## config.mk

```make
export PLATFORM = sky130hd
export DESIGN_NAME = bp_lce_resp_arb_credits
export DESIGN_NICKNAME = d
export VERILOG_FILES = /design/src/rtl/bp_lce_resp_arb_credits.sv
export SDC_FILE = /design/constraint.sdc
export NUM_CORES = 1
export LEC_CHECK = 0
export CORE_AREA = 4 4 82 84
export CTS_CLUSTER_DIAMETER = 30
export DETAILED_ROUTE_END_ITERATION = 8
export DIE_AREA = 0 0 86 88
export MAX_ROUTING_LAYER = met4
export PLACE_DENSITY_LB_ADDON = 0.1
export SLEW_MARGIN = 15
export SYNTH_ARGS = -nofsm -noshare
export SYNTH_HDL_FRONTEND = slang
export SYNTH_SLANG_ARGS = --single-unit
```

## constraint.sdc

```tcl
create_clock -name clk_i -period 3.4 [get_ports clk_i]
set_input_delay 1.02 -clock clk_i [delete_from_list [all_inputs] [get_ports clk_i]]
set_output_delay 1.02 -clock clk_i [all_outputs]
set_load 0.05 [all_outputs]
```

## src/rtl/bp_lce_resp_arb_credits.sv

```systemverilog
// LCE response arbiter (fixed priority, index 0 highest) with an outstanding-request credit counter.
// Define BP_LCE_RESP_STARVE_GUARD_EN to promote sources that have waited starve_limit_p cycles.
module bp_lce_resp_arb_credits #(
  parameter int num_src_p      = 2,
  parameter int resp_width_p   = 64,
  parameter int max_credits_p  = 8,
  parameter int num_ret_p      = 4,
  parameter int starve_limit_p = 16
) (
  input  logic                                    clk_i,
  input  logic                                    reset_i,
  input  logic [num_src_p*resp_width_p-1:0]       src_resp_i,
  input  logic [num_src_p-1:0]                    src_v_i,
  output logic [num_src_p-1:0]                    src_yumi_o,
  output logic [resp_width_p-1:0]                 resp_o,
  output logic                                    resp_v_o,
  input  logic                                    resp_ready_i,
  input  logic                                    req_v_i,
  input  logic                                    req_ready_i,
  input  logic [num_ret_p-1:0]                    ret_v_i,
  output logic [$clog2(max_credits_p+1)-1:0]      credit_count_o,
  output logic                                    credits_full_o,
  output logic                                    credits_empty_o,
  output logic                                    credit_err_o
);

  localparam int cw_lp = $clog2(max_credits_p+1);
  localparam int nw_lp = cw_lp + $clog2(num_ret_p+1);
  localparam logic signed [nw_lp-1:0] max_s_lp = nw_lp'(max_credits_p);

  logic [num_src_p-1:0] promoted;
  logic [num_src_p-1:0] pick;

  // Promotion overrides the normal order; the lowest-index promoted source wins.
  always_comb begin
    // NOTE: every always_comb output gets a default first so no latch is inferred.
    pick = '0;
    for (int i = num_src_p-1; i >= 0; i--) begin
      if (src_v_i[i]) begin
        pick    = '0;
        pick[i] = 1'b1;
      end
    end
    if (|promoted) begin
      pick = '0;
      for (int i = num_src_p-1; i >= 0; i--) begin
        if (promoted[i]) begin
          pick    = '0;
          pick[i] = 1'b1;
        end
      end
    end
  end

  always_comb begin
    resp_o = '0;
    for (int i = 0; i < num_src_p; i++) begin
      if (pick[i]) resp_o = resp_o | src_resp_i[i*resp_width_p +: resp_width_p];
    end
  end

  assign resp_v_o   = |src_v_i;
  assign src_yumi_o = pick & {num_src_p{resp_ready_i & resp_v_o}};

`ifdef BP_LCE_RESP_STARVE_GUARD_EN
  localparam int sw_lp = $clog2(starve_limit_p+1);
  assign promoted[0] = 1'b0;
  for (genvar i = 1; i < num_src_p; i++) begin : g_starve
    logic [sw_lp-1:0] wait_cnt;
    always_ff @(posedge clk_i) begin
      // NOTE: sequential state uses non-blocking assignments only.
      if (reset_i)                          wait_cnt <= '0;
      else if (!src_v_i[i] || src_yumi_o[i]) wait_cnt <= '0;
      else if (wait_cnt != sw_lp'(starve_limit_p)) wait_cnt <= wait_cnt + 1'b1;
    end
    // Masked with valid so a source that dropped out is never granted.
    assign promoted[i] = src_v_i[i] && (wait_cnt == sw_lp'(starve_limit_p));
  end
`else
  assign promoted = '0;
`endif

  logic [cw_lp-1:0]        count_r;
  logic                    err_r;
  logic [nw_lp-1:0]        ret_pop;
  logic signed [nw_lp-1:0] next_s;

  always_comb begin
    ret_pop = '0;
    for (int i = 0; i < num_ret_p; i++) ret_pop = ret_pop + nw_lp'(ret_v_i[i]);
  end

  assign next_s = $signed(nw_lp'(count_r)) + $signed(nw_lp'(req_v_i & req_ready_i))
                - $signed(ret_pop);

  always_ff @(posedge clk_i) begin
    if (reset_i) begin
      count_r <= '0;
      err_r   <= 1'b0;
    end else if (next_s[nw_lp-1]) begin
      count_r <= '0;
      err_r   <= 1'b1;
    end else if (next_s > max_s_lp) begin
      count_r <= cw_lp'(max_credits_p);
      err_r   <= 1'b1;
    end else begin
      count_r <= next_s[cw_lp-1:0];
    end
  end

  assign credit_count_o  = count_r;
  assign credits_full_o  = (count_r == cw_lp'(max_credits_p));
  assign credits_empty_o = (count_r == '0);
  assign credit_err_o    = err_r;

endmodule

```

; ---- Word-level counts from Yosys, hierarchy flattened
; Cells that the tools add are included.
[classes]
muxes = 7
n_addsub = 5
n_eq_ne = 1
n_reduce_logical = 5
n_bitwise = 4
magnitude_cmp = 1
[ops]
columns = cell, n
row1 = two-way mux 64 bit, 2
row2 = bitwise OR 64 bit, 1
row3 = "greater-than comparator 6 x 5 -> 1 bit, second input constant", 1
row4 = subtractor 5 x 4 -> 6 bit, 1
row5 = adder 4 x 1 -> 5 bit, 1
row6 = adder 3 x 1 -> 4 bit, 1
row7 = "equality test 4 bit, second input constant", 1
row8 = zero test 4 bit, 1
row9 = two-way mux 2 bit, 2
row10 = two-way mux 4 bit, 1
row11 = OR reduction 2 bit, 2
row12 = adder 2 x 1 -> 3 bit, 1
row13 = OR reduction 3 bit, 1
row14 = adder 1 x 1 -> 2 bit, 1
row15 = bitwise AND 1 bit, 2
row16 = bitwise AND 2 bit, 1
row17 = two-way mux 1 bit, 2
row18 = nonzero test 2 bit, 1
[word_totals]
regBits = 5
out_inout_bits = 74
inputBits = 139

; ---- Logic depth before layout (Yosys ltp)
[logic_depth]
ltp_word = 7
mapped_depth = 12

; ---- Least setup slack after synthesis
; OpenSTA, ideal clock, no wires.
[synth_path]
kind = reg2out
start = register count_r[3], in the netlist credit_count_o[3]
end = output credits_full_o
path_stages_with_launch = 3
n_path_buf = 0
arrival_time_ns = 2.302
path_slack_ns = 0.078
path_cell_list = dfxtp_1 > inv_2 > nor4_1
[synth_between]
elab_chain_len = 1
[synth_rtl]
columns = item, line_no
row1 = start: declaration, 83  ; logic [cw_lp-1:0] count_r;
row2 = start signal: assignment, 104  ; count_r <= cw_lp'(max_credits_p);
row3 = start signal: assignment, 107  ; count_r <= next_s[cw_lp-1:0];
row4 = equality test 4 bit, 112  ; assign credits_full_o = (count_r == cw_lp'(max_credits_p));
row5 = end: declaration, 22  ; output logic credits_full_o,
; Every way passes these cells.

; ---- Final worst setup path
[layout_path]
start = input src_v_i[1]
end = output resp_o[56]
[layout_between]
elab_chain_len = 3
[layout_rtl]
columns = item, line_no
row1 = start: declaration, 13  ; input logic [num_src_p-1:0] src_v_i,
row2 = two-way mux 2 bit (2 in series), 39  ; if (src_v_i[i]) begin
row3 = two-way mux 64 bit, 58  ; if (pick[i]) resp_o = resp_o | src_resp_i[i*resp_width_p +: resp_width_p];
row4 = end: declaration, 15  ; output logic [resp_width_p-1:0] resp_o,
; Every way passes these cells.

==> metrics.txt <==
commonest non-fill, non-tap cells in the layout 138 x clkdlybuf4s50_1, 68 x buf_12, 64 x a22o_1; endpoints failing setup 0; number of port buffers 212; Hold-fix buffers, CTS 0; worst min-delay path category reg -> reg; placed cell areas 3930 sq um; peak supply drop 368 uV; initial core utilization 18.4%; fin. max-slew vios 0; Pre-Repair DR Iteration Count 3; Worst Setup End Kind primary output; synthesized area 1090 sq um; initial antenna violation count 0; Reg clk slew, reported paths 0.04 ns; RSZ-0062 raised after global routing no; outcome complete, no violations; flop2flop setup slack 0.93 ns; Die Y 88 um; dpl hpwl 6490 um; pin count of the biggest net entering global routing 44; critical path class in -> out; Fin. Hold Viols 0; register area share after synthesis 9.18%; first-pass GRT wire length 10500 um; Total Power 1.11 mW; drc violations 0; vias in the first global route 2042; Syn-to-layout area delta 270%; maximum root-to-sink buffer count 2; Setup Fix Bufs, Post-CTS 0; Final #Nets 481; DR vias 1888; Avg Inst Size Synth 8.79 sq um; Synth Register Bits 5; Core ar. 5920 sq um; root buf cell clkbuf_8; mux contribution to synthesized area 0%; Via-to-Cell Ratio 4.64; CP required 2.38 ns; Tmin final 3.31 ns; Worst-Margin Slew 0.514 ns; net count after synthesis 272; startpoint types input pin; Post-Synth Simple-Gate Area 7.46%; pwr/cell area 276 nW/um^2; # Max-Cap Violations 0; Final Cycle Share 97.3%; Setup Skew 0.000106 ns; layout cell share with drive strength beyond 1 28.9%; ant diodes 0; max_slew headroom 65.6%; most common cell after layout, fill and taps aside clkdlybuf4s50_1; synthesized instance count 124; dpl cells 403; Clk Latency, worst-skew pair 0.22 ns; Iteration-0 DRC Markers 21; WL/cell 18.2 um; CTS sink count 5; CTS tree built; RePlAce Congestion 0.781; Setup WS pre-CTS -0.432 ns; worst-path fanout max 43; Compound-Gate Fraction of Synth Area 54.6%; I/O Pins 213; Die ar. 7570 sq um; number of library cell types mapped by synthesis 24; Die X 86 um; adder-cell share of the synthesized area 13.8%; post-synthesis xor/xnor area fraction 0.804%; fin worst setup slack 0.0910 ns; Layout Cells excl Fill 407; yosys warns 0; f_max 0.302 GHz; Site Rows 28; total global-route track usage 18.2%; WL final 7390 um; critical path arrival 2.29 ns; Final ANT Viol Nets 0; Hold Slack 0.525 ns; Leak 1.68 nW; # H-tree levels 1; CTS buffer count 3; main combinational cell family by area after synthesis compound AO/OA/AOI/OAI gates; Final Instance Area 4030 sq um; GRT overflow 0
-- metrics by stage --
stage / TNS (ns) / util, %
floorplan: 0 / -
global placement: -1.81 / 66.3
detailed placement: -2.02 / 66.3
CTS: 0 / 68.0
global route: 0 / 68.0
finish: 0 / 68.0
-- report_power, final --
group	leakage (nW)	total [mW]	switching, mW	internal, mW
Clock	0.0228	0.112	0.0310	0.0806
Combinational	1.61	0.920	0.447	0.473
Sequential	0.0408	0.0784	0.0127	0.0658
Total	1.68	1.11	0.490	0.620
-- registers in the layout, indices dropped and copies added (netlist names) --
register	cells
credit_err_o	1
credit_count_o	4
-- repair_timing --
item                                    CTS  global route
gates resized for setup                  25             2
endpoints found under the hold margin     0             0
pin swaps                                14             5
endpoints found under the setup margin    5             3
-- cell type report --
class	instances	area, sq um
multi-input cells	93	897
fillers	455	1890
flip-flops and latches	5	100
inverters	12	50.0
repair buffers	218	2840
well taps	75	93.8
clock buffers	4	45.0
-- cell usage after synthesis (all sizes together) --
library cell	n	area share, %
a22o	64	51
buf	13	9.6
inv	11	3.8
dfxtp	5	9.2
fa	5	9.2
ha	4	4.6
a21oi	3	1.4
and2	3	1.7
and3	3	1.7
nor2b	2	1.4
nor4	2	1.1
a21boi	1	0.69
clkbuf	1	0.34
clkinv	1	0.34
nor2	1	0.34
o21ai	1	0.46
o31ai	1	0.69
or2	1	0.57
or3	1	0.57
xor2	1	0.80
-- worst paths after layout --
check                          from                end  cells after the start
setup reg to reg  credit_count_o[0]  credit_count_o[2]                      9
hold / removal         credit_err_o       credit_err_o                      2
hold reg to reg        credit_err_o       credit_err_o                      2
setup / recovery         src_v_i[1]         resp_o[56]                      5
-- metal layers --
metal	wire length, um	share of wire (%)	global-route usage, %
met5	0	0	-
met4	135	1.8	3.60
met3	733	9.9	4.99
met2	4180	57	35.7
met1	2340	32	17.8
-- worst max-delay path, cell delays in order --
cell,delay [ns]
clkdlybuf4s50_1,0.47
nor2b_4,0.19
buf_12,0.22
a22o_1,0.22
buf_12,0.15
-- logic make-up after synthesis --
group	Yosys count
AOI/OAI and AO/OA	70
xor gates and xnor gates	1
adders and majority gates	9
buffers and inverters	26
DFF	5
and+or+nand+nor	13
Power figures use the tool's default switching activity.
